$ cat src/rtl/cpu_param_pkg.sv
// Shared encodings for cpu_param: opcodes, shift codes, FSM states and
// instruction field positions, plus the instruction classifier.
package cpu_param_pkg;

    localparam logic [2:0] OPC_MOV = 3'b110;
    localparam logic [2:0] OPC_ALU = 3'b101;

    localparam logic [1:0] OP_MOV_REG = 2'b00;
    localparam logic [1:0] OP_MOV_IMM = 2'b10;
    localparam logic [1:0] OP_ADD     = 2'b00;
    localparam logic [1:0] OP_CMP     = 2'b01;
    localparam logic [1:0] OP_AND     = 2'b10;
    localparam logic [1:0] OP_MVN     = 2'b11;

    localparam logic [1:0] SH_PASS = 2'b00;
    localparam logic [1:0] SH_LSL  = 2'b01;
    localparam logic [1:0] SH_LSR  = 2'b10;
    localparam logic [1:0] SH_ASR  = 2'b11;

    localparam int RN_LSB = 8;
    localparam int RD_LSB = 5;
    localparam int RM_LSB = 0;
    localparam int SH_LSB = 3;

    typedef enum logic [2:0] {
        S_WAIT, S_DECODE, S_GET_A, S_GET_B, S_EXEC, S_WRITE_REG, S_WRITE_IMM
    } state_t;

    typedef enum logic [2:0] {
        K_NOP, K_MOV_IMM, K_MOV_REG, K_ADD, K_CMP, K_AND, K_MVN
    } kind_t;

    // Anything not explicitly listed falls through to NOP.
    function automatic kind_t decode(input logic [15:0] ir);
        kind_t k;
        k = K_NOP;
        if (ir[15:13] == OPC_MOV) begin
            if (ir[12:11] == OP_MOV_IMM)      k = K_MOV_IMM;
            else if (ir[12:11] == OP_MOV_REG) k = K_MOV_REG;
        end else if (ir[15:13] == OPC_ALU) begin
            case (ir[12:11])
                OP_ADD:  k = K_ADD;
                OP_CMP:  k = K_CMP;
                OP_AND:  k = K_AND;
                default: k = K_MVN;
            endcase
        end
        return k;
    endfunction

endpackage

$ cat src/rtl/cpu_param_regfile.sv
// 8 x DW register file: one synchronous write port, two combinational
// read ports, cleared by the asynchronous active-low reset.
module cpu_param_regfile #(
    parameter int DW = 16
) (
    input  logic          clk,
    input  logic          reset,
    input  logic          we,
    input  logic [2:0]    waddr,
    input  logic [DW-1:0] wdata,
    input  logic [2:0]    raddr_a,
    input  logic [2:0]    raddr_b,
    output logic [DW-1:0] rdata_a,
    output logic [DW-1:0] rdata_b
);

    logic [DW-1:0] regs [8];

    always_ff @(posedge clk or negedge reset) begin
        if (!reset) begin
            for (int i = 0; i < 8; i++) regs[i] <= '0;
        end else if (we) begin
            regs[waddr] <= wdata;
        end
    end

    assign rdata_a = regs[raddr_a];
    assign rdata_b = regs[raddr_b];

endmodule

$ cat src/rtl/cpu_param.sv
// Parametrised multi-cycle CPU with s/load/w start handshake.
// Optional carry flag output C when CPU_PARAM_CARRY_FLAG_EN is defined.
//
// state       | meaning
// S_WAIT      | idle, w=1, IR loadable, waiting for s
// S_DECODE    | classify IR, clear A for single-operand ops
// S_GET_A     | latch Rn into A
// S_GET_B     | latch Rm into B
// S_EXEC      | ALU: update out (or flags for CMP)
// S_WRITE_REG | write out to Rd
// S_WRITE_IMM | write ext(imm8) to Rn
module cpu_param
    import cpu_param_pkg::*;
#(
    parameter int DW     = 16,
    parameter bit IMM_SX = 1'b1
) (
    input  logic          clk,
    input  logic          reset,
    input  logic          s,
    input  logic          load,
    input  logic [15:0]   in,
    output logic [DW-1:0] out,
    output logic          N,
    output logic          V,
    output logic          Z,
    output logic          w
`ifdef CPU_PARAM_CARRY_FLAG_EN
    ,
    output logic          C
`endif
);

    state_t        state;
    kind_t         kind;
    logic [15:0]   ir;
    logic [DW-1:0] a;
    logic [DW-1:0] b;
    logic [DW-1:0] sh_b;
    logic [DW-1:0] sum;
    logic [DW-1:0] diff;
    logic [DW-1:0] alu_res;
    logic [DW-1:0] imm_ext;
    logic [DW-1:0] rdata_a;
    logic [DW-1:0] rdata_b;
    logic          rf_we;
    logic [2:0]    rf_waddr;
    logic [DW-1:0] rf_wdata;

    assign kind    = decode(ir);
    assign imm_ext = IMM_SX ? DW'($signed(ir[7:0])) : DW'(ir[7:0]);

    always_comb begin
        sh_b = b;
        case (ir[SH_LSB +: 2])
            SH_LSL:  sh_b = {b[DW-2:0], 1'b0};
            SH_LSR:  sh_b = {1'b0, b[DW-1:1]};
            SH_ASR:  sh_b = {b[DW-1], b[DW-1:1]};
            default: sh_b = b;
        endcase
    end

    assign sum  = a + sh_b;
    assign diff = a - sh_b;

`ifdef CPU_PARAM_CARRY_FLAG_EN
    logic [DW:0] add_full;
    logic [DW:0] sub_full;
    assign add_full = {1'b0, a} + {1'b0, sh_b};
    assign sub_full = {1'b0, a} + {1'b0, ~sh_b} + (DW+1)'(1);
`endif

    always_comb begin
        alu_res = sum;
        case (kind)
            K_AND:     alu_res = a & sh_b;
            K_MVN:     alu_res = ~sh_b;
            K_MOV_REG: alu_res = sh_b;
            default:   alu_res = sum;
        endcase
    end

    // Write-back always comes from the registered result, so a dest==source
    // op has already consumed the old operand values by the time it lands.
    assign rf_we    = (state == S_WRITE_REG) || (state == S_WRITE_IMM);
    assign rf_waddr = (state == S_WRITE_IMM) ? ir[RN_LSB +: 3] : ir[RD_LSB +: 3];
    assign rf_wdata = (state == S_WRITE_IMM) ? imm_ext : out;

    cpu_param_regfile #(.DW(DW)) u_regfile (
        .clk     (clk),
        .reset   (reset),
        .we      (rf_we),
        .waddr   (rf_waddr),
        .wdata   (rf_wdata),
        .raddr_a (ir[RN_LSB +: 3]),
        .raddr_b (ir[RM_LSB +: 3]),
        .rdata_a (rdata_a),
        .rdata_b (rdata_b)
    );

    always_ff @(posedge clk or negedge reset) begin
        if (!reset) begin
            state <= S_WAIT;
            w     <= 1'b1;
            ir    <= '0;
            a     <= '0;
            b     <= '0;
            out   <= '0;
            N     <= 1'b0;
            V     <= 1'b0;
            Z     <= 1'b0;
`ifdef CPU_PARAM_CARRY_FLAG_EN
            C     <= 1'b0;
`endif
        end else begin
            case (state)
                S_WAIT: begin
                    if (load) ir <= in;
                    if (s) begin
                        state <= S_DECODE;
                        w     <= 1'b0;
                    end
                end
                S_DECODE: begin
                    case (kind)
                        K_MOV_IMM: state <= S_WRITE_IMM;
                        K_MOV_REG, K_MVN: begin
                            a     <= '0;
                            state <= S_GET_B;
                        end
                        K_ADD, K_CMP, K_AND: state <= S_GET_A;
                        default: begin
                            state <= S_WAIT;
                            w     <= 1'b1;
                        end
                    endcase
                end
                S_GET_A: begin
                    a     <= rdata_a;
                    state <= S_GET_B;
                end
                S_GET_B: begin
                    b     <= rdata_b;
                    state <= S_EXEC;
                end
                S_EXEC: begin
                    if (kind == K_CMP) begin
                        N     <= diff[DW-1];
                        Z     <= (diff == '0);
                        V     <= (a[DW-1] != sh_b[DW-1]) && (diff[DW-1] != a[DW-1]);
`ifdef CPU_PARAM_CARRY_FLAG_EN
                        C     <= sub_full[DW];
`endif
                        state <= S_WAIT;
                        w     <= 1'b1;
                    end else begin
                        out   <= alu_res;
`ifdef CPU_PARAM_CARRY_FLAG_EN
                        if (kind == K_ADD) C <= add_full[DW];
`endif
                        state <= S_WRITE_REG;
                    end
                end
                default: begin
                    state <= S_WAIT;
                    w     <= 1'b1;
                end
            endcase
        end
    end

endmodule

$ cat config.mk
export PLATFORM = sky130hd
export DESIGN_NAME = cpu_param
export DESIGN_NICKNAME = d
export VERILOG_FILES = /design/src/rtl/cpu_param_pkg.sv /design/src/rtl/cpu_param_regfile.sv /design/src/rtl/cpu_param.sv
export SDC_FILE = /design/constraint.sdc
export NUM_CORES = 1
export LEC_CHECK = 0
export CORE_ASPECT_RATIO = 0.7
export CORE_MARGIN = 4
export CORE_UTILIZATION = 35
export DETAILED_ROUTE_END_ITERATION = 12
export PLACE_DENSITY = 0.51
export REMOVE_ABC_BUFFERS = 1
export SLEW_MARGIN = 20
export SYNTH_ARGS = -nofsm -noshare
export SYNTH_HDL_FRONTEND = slang
export SYNTH_HIERARCHICAL = 1
export SYNTH_SLANG_ARGS = --single-unit
$ cat constraint.sdc
create_clock -name clk -period 5.5 [get_ports clk]
set_clock_uncertainty 0.05 [all_clocks]
set_input_delay 1.375 -clock clk [delete_from_list [all_inputs] [get_ports clk]]
set_output_delay 1.375 -clock clk [all_outputs]
set_load 0.1 [all_outputs]
**Word level (Yosys, flattened, before mapping)**

Cells that the tools add are included.

- Bits in registers: 199
- Latch bits: 0
- Memory bits (writable): 0
- Memory bits (read-only): 0
- Input bits: 20
- Output and inout port bits: 20
- Logic and storage cells: 99
- Memories kept: 0

- Add/sub/neg operators: 2
- $mul: 0
- Divide/modulo/power cells: 0
- Magnitude comparators: 4
- Eq/ne operators: 25
- Shift-type cells: 0
- Multiplexer cells: 28
- Bitwise logic cells: 7
- Reduce and logical (&&, ||, !) cells: 16

Operator list:

| operator | number |
|---|---|
| bitwise mux 128 bit | 1 |
| two-way mux 16 bit | 7 |
| binary-select mux 16 bit (select 3 bit) | 2 |
| case mux 16 bit (3 select lines) | 2 |
| demux 16 bit (select 3 bit) | 1 |
| case mux 16 bit (2 select lines) | 1 |
| equality test 3 bit, second input constant | 8 |
| case mux 3 bit (3 select lines) | 2 |
| adder 16 bit | 1 |
| bitwise AND 16 bit | 1 |
| logical NOT 16 bit | 1 |
| inverter 16 bit | 1 |
| subtractor 16 bit | 1 |
| two-way mux 3 bit | 5 |
| case mux 3 bit (5 select lines) | 1 |
| equality test 3 x 2 -> 1 bit, second input constant | 4 |
| >= comparator 4 bit, second input constant | 3 |
| inverter 3 -> 4 bit | 3 |
| != test 2 bit, second input constant | 4 |
| AND reduction 2 bit | 4 |
| equality test 2 bit, second input constant | 3 |
| equality test 3 x 1 -> 1 bit, second input constant | 2 |
| OR reduction 6 bit | 1 |
| equality test 2 x 1 -> 1 bit, second input constant | 2 |
| 14 further kinds | 21 |

**Depth between registers and ports, before layout**

Gate-level depths: netlist (run 1).

- Depth after elaboration: 8
- Mapped depth: 15
- Depth with buffers taken out: 12

**Hierarchy**

Netlist (run 1), hierarchy kept.

Modules (own cells, without submodules):

| module | instances | cells an instance | area an instance (um^2) | sequential area each (um^2) |
|---|---|---|---|---|
| cpu_param_regfile | 1 | 393 | 6991.7 | 3203.1 |
| cpu_param | 1 | 644 | 5540.3 | 1778.0 |

**Worst setup path after synthesis (run 1)**

Ideal clock, no wire load.

- Kind: register -> register
- Start point: register ir[3]
- End point: register Z
- Setup time: 0.068 ns
- Data arrival time: 3.296 ns
- Slack: 2.086 ns
- Stages on the path, launching flop included: 16
- Path buffers: 3
- Period minus slack after synthesis: 3.414 ns
- Path through: dfrtp_1 > buf_2 > buf_2 > mux2i_1 > nor2_1 > a21oi_1 > inv_1 > ha_1 > buf_6 > nor2b_4 > or4_4 > a32o_1 > or4_1 > nor4_1 > nand4_1 > nand2_1

- Longest elaborated chain between the ends: 4
- Elaborated cells between the ends (all ways): 6
- Those cells by class: 1 x add/sub; 3 x eq/ne; 1 x mux; 1 x reduce/logical

RTL lines:

| what | RTL line | source |
|---|---|---|
| start, declared | cpu_param.sv:36 | `logic [15:0] ir;` |
| start signal, assigned | cpu_param.sv:118 | `if (load) ir <= in;` |
| equality test 2 bit / equality test 2 x 1 -> 1 bit (equally long branches) | cpu_param.sv:55 | `case (ir[SH_LSB +: 2])` |
| case mux 16 bit (3 select lines) (*) | cpu_param.sv:55 |  |
| subtractor 16 bit (*) | cpu_param.sv:64 | `assign diff = a - sh_b;` |
| logical NOT 16 bit (*) | cpu_param.sv:149 | `Z <= (diff == '0);` |
| end signal, assigned | cpu_param.sv:149 |  |
| end, declared | cpu_param.sv:26 | `output logic Z,` |

Mark *: on every way between the ends. The rest lies on a longest branch, timed or not.
A chain may end at the register's enable or synchronous reset.

**Final worst setup path (run 1)**

- Start point: register ir[4]
- End point: register out[10]

- Longest elaborated chain between the ends: 4
- Elaborated cells between the ends (all ways): 8
- Those cells by class: 1 x add/sub; 3 x eq/ne; 2 x mux; 2 x bitwise

RTL lines:

| what | RTL line | source |
|---|---|---|
| equality test 2 bit / equality test 2 x 1 -> 1 bit (equally long branches) | cpu_param.sv:55 |  |
| case mux 16 bit (3 select lines) (*) | cpu_param.sv:55 |  |
| adder 16 bit (tied with other cells) | cpu_param.sv:63 | `assign sum = a + sh_b;` |
| case mux 16 bit (3 select lines) (*) | cpu_param.sv:75 | `case (kind)` |
| end signal, assigned | cpu_param.sv:157 | `out <= alu_res;` |
| end, declared | cpu_param.sv:23 | `output logic [DW-1:0] out,` |

Marked as above.

==> flow_summary_export.csv, run 1 <==
group,metric,value,unit
place,dp_slack,1.39,ns
place,gp_congestion,0.863,
power_and_ir_drop,power,6.25,mW
worst_setup_path,worst-setup-path-type,"reg2reg",
worst_setup_path,r2r-start,"ir[4]",
sta,fmax,237,MHz
die,rows,57,
drt,via_count,8592,
die,start_util,35.8,%
cells_and_area,drive_gt1_share,26.4,%
synthesis,synth_edf_count,0,
drt,drt_wl_total,35000,um
power_and_ir_drop,p_leak,6.74,nW
place,hpwl,24400,um
clock_network,cts_root_buf,"clkbuf_16",
sta,slew_violations,0,
sta,tightestPinTransition,1.15,ns
clock_network,cts_num_sinks,199,
worst_setup_path,arrival,4.47,ns
cells_and_area,instances_no_fill,1532,
worst_setup_path,startpoint,"ir[4]",
global_routing,antenna_found_initial,1,
clock_network,cts_buffer_depth,2,
worst_setup_path,cp_max_fo,34,
global_routing,grt_pass1_vias,8470,
sta,finalCriticalPeriod,4.23,ns
synthesis,async_reset_ff_share,100,%
global_routing,overflow,0,
clock_network,ctsResizeCount,0,
cells_and_area,nets,1107,
worst_setup_path,cp-end-kind,"flop",
clock_network,numCtsBuffers,17,
die,coreArea,35000,sq um
global_routing,grt_usage,18.2,%
worst_setup_path,startpoint_type,"flop",
sta,rsz0062_at_grt,"false",
drt,ant_nets,0,
synthesis,syn-instance-count,1037,
job,maxCapViolCount,0,
clock_network,cts_setup_buffers,0,
drt,viasPerCell,5.61,
die,ios,40,
synthesis,synth_ff_type,"dfrtp_1",
place,place_inst,1500,
sta,finalHoldViolCount,0,
synthesis,syn_area,12500,sq um
synthesis,ys_types,72,
cells_and_area,multi_input_comb_area,7130,sq um
die,dieArea,38900,sq um
sta,fin_ws,1.27,ns
synthesis,ys_seq_elements,199,
die,die_w,234,um
drt,drt_first_pass_iters,5,
synthesis,ys_seq_area_share,39.7,%
global_routing,grt_pass1_wl,53700,um
clock_network,cts_hold_buf,0,
sta,slew_headroom,23.2,%
place,io_buffer_count,39,
clock_network,clock_latency,0.45,ns
hold_path,hp-class,"reg2reg",
cells_and_area,seq_area,4980,sq um
sta,setup_tns,0,ns
cells_and_area,n_antenna_cell,0,
synthesis,synth-warning-count,6,
sta,finalCritPeriodShare,76.9,%
drt,drc,0,
worst_setup_path,worstPathRequired,5.74,ns
cells_and_area,nFillCells,3370,
sta,setup_violations,0,
clock_network,cts_max_level,4,
outcome,status,"finished, final reports clean",
synthesis,avgSynthCellArea,12.1,sq um
clock_network,cts_tree,"built",
drt,drt_iter0_drc,645,
power_and_ir_drop,p_per_area,446,nW/um^2
clock_network,clkSlewWorstSetupHoldPaths,0.07,ns
cells_and_area,syn_to_final_growth,11.8,%
die,die_h,166,um
global_routing,grt_max_degree,95,
power_and_ir_drop,ir_drop,0.265,mV
drt,avgRoutedWirePerCell,22.8,um
hold_path,hold_path_startpoint,"Z",
==> layout make-up <==
type / count / area share [%]
clock inverters: 9 / 1.14
multi-input cells: 739 / 50.9
flip-flops and latches: 199 / 35.6
well taps: 472 / 4.22
clock buffers: 23 / 3.48
inverters: 31 / 0.831
repair buffers: 59 / 3.88
==> placed cells by master, fill, tap and decap left out, drive strengths merged, types with 6 or more instances in the layout <==
cell type and n:
a211oi 7, a21oi 40, a221oi 6, a22o 16, buf 20, clkbuf 24, clkdlybuf4s50 38, dfrtp 198
ha 38, inv 32, mux2 194, mux2i 21, mux4 64, nand2 88, nand3 13, nor2 52
nor2b 12, nor3 15, o211ai 6, o21ai 38, o31ai 9, xnor2 19, xor2 13
==> cell families (layout without fill, tap and decap cells) <==
group                      Yosys count  count (layout)  share of synthesized area [%]
DFF                                199             199                           39.7
buffers and inverters               99             122                           3.95
and+or+nand+nor                    227             227                           9.19
muxes                              279             279                           32.3
xor gates and xnor gates            32              32                           2.24
adders and majority gates           40              40                           4.11
AOI/OAI and AO/OA                  161             161                           8.48
==> worst max-delay path: stages (launching register included) <==
cell and delay [ns]:
dfrtp_1 1.00, nand2b_1 0.20, o21ai_0 0.19, ha_1 0.37
fa_1 0.45, a211oi_1 0.41, o21ai_0 0.33, a31oi_1 0.34
o31ai_1 0.13, xnor2_1 0.14, a221oi_1 0.34, o21ai_1 0.09
==> worst paths after layout <==
path	endpoint	slack, ns	cells after the start
min in group asynchronous	u_regfile/regs[64]	0.90	1
max reg2reg	out[10]	1.27	11
max in group asynchronous	u_regfile/regs[46]	3.30	2
min reg2reg	Z	0.42	2
min	Z	0.42	2
max	out[10]	1.27	11
==> layer usage <==
layer / global-route usage (%) / routed length, um
met1: 29.5 / 18700
met2: 25.6 / 14700
met3: 2.50 / 1290
met4: 3.79 / 269
met5: 0 / 0
==> synthesized netlist by cell type, types with 11 or more instances <==
cell type,number,area [sq um]
a21oi_1,40,200
a22o_1,16,140
buf_2,19,95.1
clkbuf_1,24,90.1
dfrtp_1,198,4950
ha_1,38,475
inv_1,30,113
mux2_2,194,2180
mux2i_1,21,210
mux4_1,56,1470
nand2_1,88,330
nand3_1,13,65.1
nor2_1,51,191
nor2b_1,11,68.8
nor3_1,15,75.1
o21ai_0,31,155
xnor2_1,19,166
xor2_1,13,114
==> sequential cells by signal, indices dropped and copies added, names as in the netlist <==
register	flops
out	16
Z	1
a	16
V	1
u_regfile/regs	128
w	1
state	3
N	1
ir	16
b	16
==> per-stage QoR <==
stage | utilization (%) | cell area [sq um] | hold slack, ns
CTS | 40.0 | 14000 | 0.425
finish | 40.0 | 14000 | 0.416
global route | 40.0 | 14000 | 0.457
detailed placement | 38.2 | 13400 | 0.408
floorplan | - | 12200 | 0.435
global placement | 38.2 | 13400 | 0.413
==> report_power, final <==
group          total (mW)  switching, mW  leakage [nW]  internal, mW
combinational        2.74           1.60          3.71          1.14
sequential           2.10          0.368          2.72          1.73
clock                1.40          0.587         0.312         0.815
(Power assumes the default switching activity.)
==> run 2, diff against run 1 <==
==> constraint.sdc (replaced) <==
create_clock -name clk -period 4.09 [get_ports clk]
set_clock_uncertainty 0.05 [all_clocks]
set_input_delay 1.0225 -clock clk [delete_from_list [all_inputs] [get_ports clk]]
set_output_delay 1.0225 -clock clk [all_outputs]
set_load 0.1 [all_outputs]
==> run 2 against run 1 <==
  * Cell count grew 0.91%
  * Largest cell class unchanged
  * Highest routed layer unchanged
  * Fmax grew 10%
  * Register-to-register slack lost 1.0 ns
  * Global-route usage grew 0.20 points
  * Die area is the same
==> flow_summary_export.csv, run 2 (synthesis results as in run 1) <==
group,metric,value,unit
worst_setup_path,crit_slowest_cell,"dfrtp_1",
die,dieArea,38900,sq um
place,io_buffer_count,39,
worst_setup_path,arrival,4.11,ns
clock_network,clkSlewWorstSetupHoldPaths,0.08,ns
cells_and_area,design_area,14100,sq um
worst_setup_path,reg2reg_to,"out[10]",
worst_setup_path,r2r_slack,0.26,ns
sta,slew_violations,0,
sta,rsz0062_at_grt,"false",
drt,drt_first_pass_iters,5,
clock_network,clock_latency,0.46,ns
drt,via_count,8691,
worst_setup_path,worst-setup-path-type,"reg2reg",
worst_setup_path,critical_path.max_stage_delay,0.63,ns
die,rows,57,
drt,avgRoutedWirePerCell,22.8,um
worst_setup_path,critical_path_buf_inv_count,1,
die,ios,40,
die,coreArea,35000,sq um
worst_setup_path,worstPathRequired,4.37,ns
sta,setup_violations,0,
sta,tightestPinTransition,1.16,ns
place,hpwl,24700,um
worst_setup_path,startpoint_type,"flop",
power_and_ir_drop,power_frac_seq,34.5,%
drt,ant_nets,0,
drt,drc,0,
cells_and_area,regMostFlops,"u_regfile/regs",
die,die_h,166,um
global_routing,grt_pass1_wl,54700,um
clock_network,cts_max_level,4,
global_routing,overflow,0,
clock_network,cts_root_buf,"clkbuf_16",
worst_setup_path,crit_end,"out[10]",
clock_network,cts_tree,"built",
power_and_ir_drop,ir_drop,0.553,mV
worst_setup_path,r2r-start,"ir[4]",
worst_setup_path,crit_family,"compound AO/OA/AOI/OAI gates",
sta,finalCriticalPeriod,3.83,ns
sta,slew_headroom,22.4,%
clock_network,cts_buffer_depth,2,
drt,drt_wl_total,35200,um
drt,viasPerCell,5.62,
power_and_ir_drop,switchingPower,3.50,mW
cells_and_area,drive_gt1_share,27.7,%
worst_setup_path,cp_max_fo,20,
worst_setup_path,cp.depth,12,
outcome,status,"finished, final reports clean",
worst_setup_path,r2r_cells,12,
cells_and_area,n_antenna_cell,0,
sta,finalCritPeriodShare,93.7,%
die,die_w,234,um
worst_setup_path,startpoint,"ir[4]",
worst_setup_path,cp-end-kind,"flop",
global_routing,grt_max_degree,84,
global_routing,antenna_found_initial,0,
clock_network,numCtsBuffers,17,
power_and_ir_drop,intPower,4.79,mW
sta,fmax,261,MHz
power_and_ir_drop,p_leak,6.78,nW
cells_and_area,final_common_cell,"dfrtp_1",
global_routing,grt_usage,18.4,%
drt,drt_iter0_drc,769,
die,start_util,35.8,%
cells_and_area,syn_to_final_growth,12.3,%
clock_network,cts_num_sinks,199,
power_and_ir_drop,clkPwrFrac,20.3,%
power_and_ir_drop,combPwrFrac,45.2,%
sta,setup_tns,0,ns
power_and_ir_drop,p_per_area,589,nW/um^2
cells_and_area,final_cell_mix,"dfrtp_1 (195), mux2_2 (194), nand2_1 (88), mux4_1 (56), nor2_1 (51)",
clock_network,cts_setup_buffers,0,
cells_and_area,nets,1121,
place,gp_congestion,0.885,
job,maxCapViolCount,0,
hold_path,hp-class,"reg2reg",
sta,finalHoldViolCount,0,
place,placed_cell_area,13500,sq um
power_and_ir_drop,power.share.switching,42.2,%
worst_setup_path,crit_chain,"buf_4, nand2_1, o21ai_0, ha_1, fa_1, a211oi_1, o21ai_0, a31oi_1, o31ai_1, xnor2_1, a221oi_1, o21ai_1",
hold_path,hold_path_startpoint,"N",
cells_and_area,largest_reg_flops,128,
worst_setup_path,crit_top_cell,"o21ai_0",
global_routing,grt_pass1_vias,8627,
==> run 2: cell count changes in the layout (fill, tap and decap cells not counted), sizes merged <==
cell and change:
buf +16, clkinv +5, clkbuf -4, bufinv -3, clkdlybuf4s50 -2, clkinvlp +2
==> run 2: worst reg2reg max path, stage by stage (launching register included) <==
cell and delay, ns:
dfrtp_1 0.63, buf_4 0.29, nand2_1 0.05, o21ai_0 0.19
ha_1 0.33, fa_1 0.45, a211oi_1 0.34, o21ai_0 0.27
a31oi_1 0.36, o31ai_1 0.13, xnor2_1 0.15, a221oi_1 0.37
o21ai_1 0.09
==> run 2: per-layer routing <==
layer	up-vias	routed length, um	GRT usage, %
li1	3952	-	-
met1	4498	18300	29.4
met2	217	14700	25.6
met3	24	1920	4.01
met4	0	338	3.30
met5	-	0	0
==> run 2: area by class of cell <==
cell class	instances	area [sq um]
clock buffer	19	443
clock inverter	13	124
fill	3370	20900
inverter	31	116
multi-input combinational	739	7130
sequential	199	4980
tap	472	591
timing repair buffer	73	682
==> run 2: how the worst min path moves through the flow <==
stage / cells after the start / slack [ns] / to
3_3_place_gp: 2 / 0.42 / N
2_1_floorplan: 1 / 0.43 / u_regfile/regs[65]
6_report: 2 / 0.43 / N
5_1_grt: 1 / 0.46 / u_regfile/regs[13]
4_1_cts: 2 / 0.43 / Z
3_5_place_dp: 2 / 0.41 / Z
==> run 2: metrics by stage <==
step / setup WS, ns / hold slack (ns) / power [mW] / utilization (%) / std cells
detailed placement: 0.246 / 0.414 / 6.64 / 38.6 / 1514
finish: 0.258 / 0.432 / 8.29 / 40.2 / 1546
CTS: 0.216 / 0.432 / 8.33 / 40.2 / 1546
global route: 0.00990 / 0.457 / 8.77 / 40.2 / 1546
floorplan: 0.199 / 0.435 / 5.30 / - / 969
global placement: 0.312 / 0.417 / 6.62 / 38.6 / 1514
==> run 2: timing repair <==
item / CTS / global route
hold buffers: 0 / 0
gates resized for setup: 0 / 1
endpoints found under the setup margin: 0 / 2
==> run 2: power groups by stage <==
stage / logic, mW / registers (mW) / clock network (mW)
after floorplan: 2.10 / 3.20 / 0
after global placement: 3.73 / 2.89 / 0
after detailed placement: 3.74 / 2.90 / 0
after CTS: 3.75 / 2.86 / 1.73
after global routing: 4.04 / 2.92 / 1.81
final: 3.75 / 2.86 / 1.68
==> run 3, diff against run 2 <==
--- a/config.mk
+++ b/config.mk
@@ -5,6 +5,7 @@
 export SDC_FILE = /design/constraint.sdc
 export NUM_CORES = 1
 export LEC_CHECK = 0
+export CAP_MARGIN = 20
 export CORE_ASPECT_RATIO = 0.7
 export CORE_MARGIN = 4
 export CORE_UTILIZATION = 35
==> constraint.sdc (replaced) <==
create_clock -name clk -period 4.2 [get_ports clk]
set_clock_uncertainty 0.05 [all_clocks]
set_input_delay 1.05 -clock clk [delete_from_list [all_inputs] [get_ports clk]]
set_output_delay 1.05 -clock clk [all_outputs]
set_load 0.1 [all_outputs]
==> run 3 against run 2 <==
  * Wire length increased by 0.61%
  * Worst setup slack improved by 0.097 ns
  * Critical endpoint is now Z
  * Combinational power fell by 4%
  * Fmax fell by 0.35%
  * Highest routed layer unchanged
==> flow_summary_export.csv, run 3 (synthesis results as in run 1) <==
group,metric,value,unit
power_and_ir_drop,clkPwrFrac,21.4,%
sta,slew_headroom,33.0,%
clock_network,ctsResizeCount,0,
sta,setup_violations,0,
clock_network,cts_buffer_depth,2,
global_routing,antenna_found_initial,0,
clock_network,cts_tree,"built",
worst_setup_path,arrival,4.18,ns
die,rows,57,
cells_and_area,final_common_cell,"dfrtp_1",
place,gp_congestion,0.882,
clock_network,numCtsBuffers,17,
job,maxCapViolCount,0,
outcome,status,"finished, final reports clean",
worst_setup_path,cp-end-kind,"flop",
drt,via_count,8594,
sta,rsz0062_at_grt,"false",
drt,drt_iter0_drc,584,
sta,finalCritPeriodShare,91.5,%
drt,ant_nets,0,
drt,viasPerCell,5.58,
cells_and_area,regMostFlops,"u_regfile/regs",
clock_network,cts_hold_buf,0,
cells_and_area,n_antenna_cell,0,
clock_network,clock_latency,0.45,ns
power_and_ir_drop,combPwrFrac,44.4,%
worst_setup_path,r2r_slack,0.36,ns
cells_and_area,final_cell_mix,"dfrtp_1 (195), mux2_2 (194), nand2_1 (88), mux4_1 (56), nor2_1 (51)",
place,dp_slack,0.406,ns
sta,finalCriticalPeriod,3.84,ns
power_and_ir_drop,intPower,4.75,mW
drt,avgRoutedWirePerCell,23.0,um
worst_setup_path,cp_max_fo,13,
sta,setup_tns,0,ns
die,dieArea,38900,sq um
die,ios,40,
power_and_ir_drop,p_per_area,577,nW/um^2
clock_network,cts_root_buf,"clkbuf_16",
place,io_buffer_count,39,
die,start_util,35.8,%
clock_network,cts_num_sinks,199,
clock_network,cts_max_level,4,
clock_network,cts_setup_buffers,0,
power_and_ir_drop,power.share.switching,41.5,%
global_routing,grt_usage,18.5,%
sta,slew_violations,0,
sta,tightestPinTransition,1.00,ns
sta,fmax,260,MHz
die,die_w,234,um
cells_and_area,drive_gt1_share,27.2,%
worst_setup_path,worstPathRequired,4.54,ns
clock_network,clkSlewWorstSetupHoldPaths,0.07,ns
global_routing,grt_max_degree,97,
die,die_h,166,um
cells_and_area,syn_to_final_growth,12.3,%
power_and_ir_drop,ir_drop,0.581,mV
global_routing,overflow,0,
sta,fin_ws,0.355,ns
hold_path,hp-class,"reg2reg",
global_routing,grt_pass1_vias,8594,
global_routing,grt_pass1_wl,54800,um
drt,drc,0,
cells_and_area,nets,1115,
place,hpwl,24800,um
power_and_ir_drop,power_frac_seq,34.2,%
cells_and_area,largest_reg_flops,128,
power_and_ir_drop,switchingPower,3.37,mW
die,coreArea,35000,sq um
drt,drt_wl_total,35500,um
worst_setup_path,worst-setup-path-type,"reg2reg",
sta,finalHoldViolCount,0,
worst_setup_path,startpoint_type,"flop",
power_and_ir_drop,p_leak,6.78,nW
drt,drt_first_pass_iters,5,
## run 3: cell count changes in the layout (fill, tap and decap cells not counted), sizes merged
cell	change
clkdlybuf4s50	+2
clkinvlp	-3
clkbuf	+1
bufinv	+2
buf	-8
## run 3: path summary, 6_finish.rpt
path | depth (start not counted) | to | startpoint
min in group asynchronous | 1 | u_regfile/regs[0] | reset
worst min register to register | 2 | N | N
worst min-delay path | 2 | N | N
max in group asynchronous | 2 | w | reset
worst max register to register | 13 | Z | ir[3]
worst max-delay path | 13 | Z | ir[3]
## run 3: critical path, cell delays in order, from the launching register on
cell and delay (ns):
dfrtp_1 0.76, buf_4 0.29, mux2i_1 0.19, nor2_1 0.05, a21oi_1 0.23, inv_1 0.08
ha_1 0.48, inv_1 0.17, nor3_1 0.29, o221ai_1 0.14, or4_1 0.52, nor4_1 0.30
nand4_1 0.13, nand2_1 0.09
## run 3: metal layers
layer	GRT usage, %	vias to the layer above	share of wire [%]
met3	3.88	33	5.1
met2	25.7	195	41
met5	0	-	0
met4	4.31	0	1.5
li1	-	3944	-
met1	29.4	4422	52
## run 3: power groups by stage
stage	registers, mW	logic, mW	clock network [mW]
after global routing	2.84	3.89	1.86
after floorplan	3.12	2.04	0
after global placement	2.80	3.58	0
final	2.78	3.60	1.74
after detailed placement	2.81	3.59	0
after CTS	2.78	3.61	1.79
## run 3: stage by stage
stage	utilization, %	hold slack [ns]	area [sq um]	power (mW)	instances
after CTS	40.2	0.457	14100	8.18	1540
after detailed placement	38.4	0.440	13500	6.40	1508
after global placement	38.4	0.423	13500	6.39	1508
final	40.2	0.446	14100	8.12	1540
after floorplan	-	0.435	12200	5.16	969
after global routing	40.2	0.489	14100	8.59	1540
## run 3: layout make-up
cell class	instances	area (sq um)
sequential	199	4980
multi-input combinational	739	7130
clock inverter	12	149
fill	3346	21000
clock buffer	20	457
timing repair buffer	67	642
tap	472	591
inverter	31	116
